==> config.mk <==
export PLATFORM = sky130hd
export DESIGN_NAME = encoder_sequencer_flat
export DESIGN_NICKNAME = d
export VERILOG_FILES = /design/src/rtl/encoder_pkg.sv /design/src/rtl/encoder_sequencer_if.sv /design/src/rtl/enc_round_counter.sv /design/src/rtl/encoder_sequencer.sv /design/src/flat_wrapper.sv
export SDC_FILE = /design/constraint.sdc
export NUM_CORES = 1
export LEC_CHECK = 0
export CAP_MARGIN = 5
export CORE_MARGIN = 2
export CORE_UTILIZATION = 40
export DETAILED_ROUTE_END_ITERATION = 8
export PLACE_DENSITY_LB_ADDON = 0.15
export SYNTH_ARGS = -nofsm -noshare
export SYNTH_HDL_FRONTEND = slang
export SYNTH_SLANG_ARGS = --single-unit
==> constraint.sdc <==
create_clock -name clk -period 2.05 [get_ports clk]
set_clock_uncertainty 0.1 [all_clocks]
set_input_delay 0.3075 -clock clk [delete_from_list [all_inputs] [get_ports clk]]
set_output_delay 0.3075 -clock clk [all_outputs]
set_load 0.01 [all_outputs]
==> src/rtl/encoder_pkg.sv <==
// Shared definitions for the encoder sequencer: FSM state encoding,
// default geometry and the named per-round stage positions.
package encoder_pkg;

    typedef enum logic [2:0] {
        ST_IDLE  = 3'd0,
        ST_LOAD  = 3'd1,
        ST_ISSUE = 3'd2,
        ST_GUARD = 3'd3,
        ST_WAIT  = 3'd4,
        ST_WRITE = 3'd5,
        ST_DONE  = 3'd6
    } state_t;

    localparam int DEF_NUM_STAGES = 5;
    localparam int DEF_ROUNDS     = 24;

    // Issue order within one round.
    localparam int STG_PARITY  = 0;
    localparam int STG_ROTATE  = 1;
    localparam int STG_PERMUTE = 2;
    localparam int STG_REVAL   = 3;
    localparam int STG_ADDRC   = 4;

endpackage

==> src/rtl/encoder_sequencer_if.sv <==
// Host and stage-unit handshake bundle of the encoder sequencer.
// master = the sequencer, slave = host plus stage units.
interface encoder_sequencer_if
    import encoder_pkg::*;
#(
    parameter int NUM_STAGES = DEF_NUM_STAGES,
    parameter int RW         = 5,
    parameter int SW         = 3
);
    logic                  start;
    logic                  ready;
    logic                  done;
    logic                  rd_in;
    logic                  wr_out;
    logic [NUM_STAGES-1:0] stg_start;
    logic [NUM_STAGES-1:0] stg_ready;
    logic [RW-1:0]         round;
    logic [SW-1:0]         stage;

    modport master (
        input  start, stg_ready,
        output ready, done, rd_in, wr_out, stg_start, round, stage
    );

    modport slave (
        output start, stg_ready,
        input  ready, done, rd_in, wr_out, stg_start, round, stage
    );
endinterface

==> src/rtl/enc_round_counter.sv <==
// Stage/round position counter: stage steps on inc and carries into round;
// clr returns both to zero. Neither wraps on its own.
module enc_round_counter
    import encoder_pkg::*;
#(
    parameter int NUM_STAGES = DEF_NUM_STAGES,
    parameter int ROUNDS     = DEF_ROUNDS,
    parameter int RW         = 5,
    parameter int SW         = 3
) (
    input  logic          clk,
    input  logic          rst,
    input  logic          inc,
    input  logic          clr,
    output logic [SW-1:0] stage,
    output logic [RW-1:0] round,
    output logic          last_stage,
    output logic          last_round
);

    logic [SW-1:0] stage_reg;
    logic [RW-1:0] round_reg;

    always_ff @(posedge clk or negedge rst) begin
        if (!rst) begin
            stage_reg <= '0;
            round_reg <= '0;
        end else if (clr) begin
            stage_reg <= '0;
            round_reg <= '0;
        end else if (inc) begin
            if (last_stage) begin
                stage_reg <= '0;
                round_reg <= round_reg + 1'b1;
            end else begin
                stage_reg <= stage_reg + 1'b1;
            end
        end
    end

    assign last_stage = (stage_reg == SW'(NUM_STAGES - 1));
    assign last_round = (round_reg == RW'(ROUNDS - 1));
    assign stage      = stage_reg;
    assign round      = round_reg;

endmodule

==> src/rtl/encoder_sequencer.sv <==
// Encoder top-level control: load one block, run every stage unit in order
// for ROUNDS rounds, store the result and pulse done.
module encoder_sequencer
    import encoder_pkg::*;
#(
    parameter int NUM_STAGES = DEF_NUM_STAGES,
    parameter int ROUNDS     = DEF_ROUNDS,
    parameter int RW         = 5,
    parameter int SW         = 3
) (
    input  logic                 clk,
    input  logic                 rst,
    encoder_sequencer_if.master  bus
);

    state_t                state_reg;
    state_t                state_next;
    logic                  cnt_inc;
    logic                  cnt_clr;
    logic [SW-1:0]         stage_cnt;
    logic [RW-1:0]         round_cnt;
    logic                  last_stage;
    logic                  last_round;
    logic [NUM_STAGES-1:0] stage_onehot;
    logic                  sel_ready;

    enc_round_counter #(
        .NUM_STAGES (NUM_STAGES),
        .ROUNDS     (ROUNDS),
        .RW         (RW),
        .SW         (SW)
    ) u_counter (
        .clk        (clk),
        .rst        (rst),
        .inc        (cnt_inc),
        .clr        (cnt_clr),
        .stage      (stage_cnt),
        .round      (round_cnt),
        .last_stage (last_stage),
        .last_round (last_round)
    );

    // Only the current stage's ready bit is ever looked at.
    generate
        for (genvar gi = 0; gi < NUM_STAGES; gi++) begin : g_sel
            assign stage_onehot[gi] = (stage_cnt == SW'(gi));
        end
    endgenerate

    assign sel_ready = |(bus.stg_ready & stage_onehot);

    always_ff @(posedge clk or negedge rst) begin
        if (!rst) begin
            state_reg <= ST_IDLE;
        end else begin
            state_reg <= state_next;
        end
    end

    always_comb begin
        state_next = state_reg;
        cnt_inc    = 1'b0;
        cnt_clr    = 1'b0;
        case (state_reg)
            ST_IDLE:  if (bus.start) state_next = ST_LOAD;
            ST_LOAD:  state_next = ST_ISSUE;
            ST_ISSUE: if (sel_ready) state_next = ST_GUARD;
            // The stage still shows ready the cycle after it took start.
            ST_GUARD: state_next = ST_WAIT;
            ST_WAIT: begin
                if (sel_ready) begin
                    if (last_stage && last_round) begin
                        state_next = ST_WRITE;
                    end else begin
                        cnt_inc    = 1'b1;
                        state_next = ST_ISSUE;
                    end
                end
            end
            ST_WRITE: state_next = ST_DONE;
            ST_DONE: begin
                cnt_clr    = 1'b1;
                state_next = ST_IDLE;
            end
            default: begin
                cnt_clr    = 1'b1;
                state_next = ST_IDLE;
            end
        endcase
    end

    always_comb begin
        bus.ready     = (state_reg == ST_IDLE);
        bus.rd_in     = (state_reg == ST_LOAD);
        bus.wr_out    = (state_reg == ST_WRITE);
        bus.done      = (state_reg == ST_DONE);
        bus.stg_start = '0;
        if (state_reg == ST_ISSUE) begin
            bus.stg_start = stage_onehot & bus.stg_ready;
        end
        bus.round = round_cnt;
        bus.stage = stage_cnt;
    end

endmodule

==> src/flat_wrapper.sv <==
// flat-port wrapper written by rule: the top's interface ports become plain ports
module encoder_sequencer_flat import encoder_pkg::*;
#(
    parameter int NUM_STAGES = DEF_NUM_STAGES,
    parameter int ROUNDS     = DEF_ROUNDS,
    parameter int RW         = 5,
    parameter int SW         = 3
)
  (clk, rst, bus_start, bus_stg_ready, bus_ready, bus_done, bus_rd_in, bus_wr_out, bus_stg_start, bus_round, bus_stage);
  encoder_sequencer_if #(.NUM_STAGES(NUM_STAGES), .RW(RW), .SW(SW)) bus_i ();
  input  logic clk;
  input  logic rst;
  input wire logic [$bits(bus_i.start)-1:0] bus_start;
  input wire logic [$bits(bus_i.stg_ready)-1:0] bus_stg_ready;
  output wire logic [$bits(bus_i.ready)-1:0] bus_ready;
  output wire logic [$bits(bus_i.done)-1:0] bus_done;
  output wire logic [$bits(bus_i.rd_in)-1:0] bus_rd_in;
  output wire logic [$bits(bus_i.wr_out)-1:0] bus_wr_out;
  output wire logic [$bits(bus_i.stg_start)-1:0] bus_stg_start;
  output wire logic [$bits(bus_i.round)-1:0] bus_round;
  output wire logic [$bits(bus_i.stage)-1:0] bus_stage;
  assign bus_i.start = bus_start;
  assign bus_i.stg_ready = bus_stg_ready;
  assign bus_ready = bus_i.ready;
  assign bus_done = bus_i.done;
  assign bus_rd_in = bus_i.rd_in;
  assign bus_wr_out = bus_i.wr_out;
  assign bus_stg_start = bus_i.stg_start;
  assign bus_round = bus_i.round;
  assign bus_stage = bus_i.stage;
  encoder_sequencer #(.NUM_STAGES(NUM_STAGES), .ROUNDS(ROUNDS), .RW(RW), .SW(SW)) u_core (.clk(clk), .rst(rst), .bus(bus_i));
endmodule
==> results.md <==
* Worst path slowest cell: dfrtp_1
* P_sw at 478 uW
* Number of synthesized register bits at 11
* Syn_nets at 107
* Clock root buffer: clkbuf_4
* Pins Over Slew Limit at 0
* Wire per inst at 14.3 um
* Worst VDD drop at 0.000776 V
* GR peak layer: met2
* Max_slew headroom at 66.5%
* Vias per cell at 5.40
* Fin util at 67.4%
* Type of the tightest min-delay check: in2async
* Multi-input gate area at 499 um2
* Simple-gate share of the synthesized area at 28.4%
* CTS tree: built
* Chip Width at 48.1 um
* Switch share at 41.0%
* Setup violators final at 0
* Largest net degree at the start of global routing at 12
* Clk pin slew, worst setup/hold paths at 0.07 ns
* Xor/xnor share of the synthesized area at 1.12%
* Mapped Area at 779 um2
* Number of flip-flops in the largest register at 5
* Period utilization at 98.4%
* Remaining Overflow, GRT at 0
* Hold Fails Final Rpt at 0
* Critical path launch point type: flip-flop
* Port-buffer cells at 24
* Area contributors post-synth: dfrtp_1 (35%), ha_1 (9.6%), o31ai_1 (4.8%)
* IO Count at 25
* H-Tree Level Count at 1
* Post-Route WL at 2210 um
* Most frequent cells in the layout: clkdlybuf4s50_1 (16), buf_4 (12), dfrtp_1 (11), nand2_1 (8), nor2_1 (7)
* RSZ-0062 raised after global routing: yes
* Area after DPL at 0.00110 mm2
* Cells after Synth at 93
* Worst skew pair latency at 0.27 ns
* Critical Path, Cell by Cell: buf_6 > buf_6 > ha_4 > a222oi_1 > o21ai_1 > or3_1 > a21oi_2
* Post-synthesis mux area share at 1.28%
* HPWL after DPL at 1550 um
* Synth cell types at 31
* Met1 Usage GRT at 26.0%
* CTS Sinks at 11
* Worst Max-Slew Pin Slew at 0.500 ns
* Fill cells at 142
* Slowest Stage Delay on Critical Path at 0.41 ns
* Initial Utilization at 43.7%
* Layout cells sized above 1 at 19.4%
* Maxcap violations at 0
* First-pass GRT wire length at 3490 um
* M3 GR Usage at 5.93%
* Yosys warning count at 0
* Number of clock buffers inserted by TritonCTS at 3
* Drt initial violations at 17
* Status: finished clean
* Die area at 0.00232 mm2
* Post-layout minimum cycle time at 2.02 ns
* Post-route cell area at 0.00120 mm2
* Row cnt at 15
* Final ANT Viol Nets at 0
* Global router's overall resource usage at 21.8%
* Nets@finish at 144
* Clock buffer depth at 2
* Sequential fraction of design power at 25.2%
* Avg Cell Area, Syn at 8.38 um2
* CP Data Arrival Time at 2.11 ns
* Leakage at 0.000541 uW
* DRC Markers at 0
* GR Layer Usage met2 at 36.3%
* FF-to-FF setup slack at 0.03 ns
* Int Power at 690 uW
* Compound-gate portion of the synthesized area at 18.3%
* Top cell type's share of synthesized area at 35.3%
* Critical Path RT at 2.14 ns
* Worst Setup End Kind: flip-flop
* Crit-path max FO at 4
* Hold slack at 0.267 ns
* Antenna cells at 0
* FF/Latch Area at 275 um2
* Initial antenna violation count at 0
* Core area at 0.00178 mm2
* Vias in the first global route at 812
* Combinational fraction of design power at 62.1%
* Crit path kind: reg2reg
* Pre-Repair DR Iteration Count at 4
* Seq/Total Area, Yosys at 35.3%
* Layout area overhead at 54.1%
* Post-synth top area cell: dfrtp_1
* Fmax at 496 MHz
* Largest family of logic cells by synthesized area: simple AND/OR/NAND/NOR gates
* Pwr dens at 972 mW/mm2
* Clock share of power at 12.7%
* Via count at 832
* Die extent in y at 48.1 um
* Power, Total at 1170 uW
* Most frequent CP cell: buf_6
* Commonest non-fill, non-tap cell in the layout: clkdlybuf4s50_1
* Adder and majority gate portion of the synthesized area at 9.63%
* Final GP Congestion at 0.845
[routing by layer]
layer	vias to the layer above	share of wire, %
li1	410	-
met1	398	42
met2	20	52
met3	4	3.8
met4	0	1.3
met5	-	0
[synth_stat cells]
cell type  instances
dfrtp_1           11
nand2_1            8
nor2_1             7
nor3_1             7
a21oi_1            6
ha_1               6
nand3_1            6
o31ai_1            5
inv_1              4
o21ai_0            4
clkbuf_1           3
and2_1             2
nand4b_1           2
nor3b_1            2
o21a_1             2
or3_1              2
or4_1              2
a222oi_1           1
a32oi_1            1
and3b_1            1
buf_1              1
buf_6              1
clkbuf_2           1
mux2i_1            1
nand2_2            1
nor4_1             1
o21ai_1            1
o22ai_1            1
o31a_2             1
or2_0              1
xnor2_1            1
[power groups by stage]
stage / combinational (uW) / clock [uW] / sequential [uW]
after CTS: 678 / 152 / 292
after detailed placement: 626 / 0 / 300
after global placement: 614 / 0 / 298
after global routing: 780 / 165 / 299
after floorplan: 353 / 0 / 304
final: 725 / 148 / 294
[through the flow]
step	cells	setup slack (ns)	setup TNS, ns
2_1_floorplan	93	0.0532	0
4_1_cts	154	0.0273	0
3_3_place_gp	147	0.0291	0
3_5_place_dp	147	0.0185	0
5_1_grt	154	-0.0286	-0.0286
6_report	154	0.0326	0
[repair_timing]
action | in CTS | in global routing
gates cloned | 0 | 0
endpoints found under the setup margin | 6 | 9
pin swaps | 0 | 5
gates resized for setup | 9 | 10
setup buffers | 3 | 0
hold buffers | 0 | 0
[kinds of logic after synthesis]
kind of cell | after synthesis
fa+ha+maj | 6
xor+xnor | 1
mux | 1
buf+inv | 10
compound gates | 22
flops | 11
simple gates | 42
[worst max-delay path, delay by kind of cell, from the launching register on]
family                     cells  cell delay (ns)
AOI/OAI and AO/OA              3             0.64
DFF                            1             0.41
buffers and inverters          2             0.24
adders and majority gates      1             0.15
and+or+nand+nor                1             0.41
[area by class of cell]
class | instances | area share [%]
multi-input cells | 72 | 41.6
flip-flops and latches | 11 | 22.9
clock buffers | 4 | 2.19
inverters | 4 | 1.25
well taps | 25 | 2.60
repair buffers | 38 | 29.5
[final timing paths]
check | from | endpoint | cells past startpoint
min in group clk | u_core.u_counter.round[3] | u_core.u_counter.round[3] | 1
hold reg to reg | u_core.u_counter.round[3] | u_core.u_counter.round[3] | 1
max in group asynchronous | rst | u_core.u_counter.stage[1] | 1
setup reg to reg | u_core.u_counter.stage[0] | u_core.state_reg[2] | 7
hold / removal | rst | u_core.u_counter.stage[2] | 1
setup / recovery | u_core.u_counter.stage[0] | u_core.state_reg[2] | 7
Note: power is estimated with default switching activity, not from simulation.
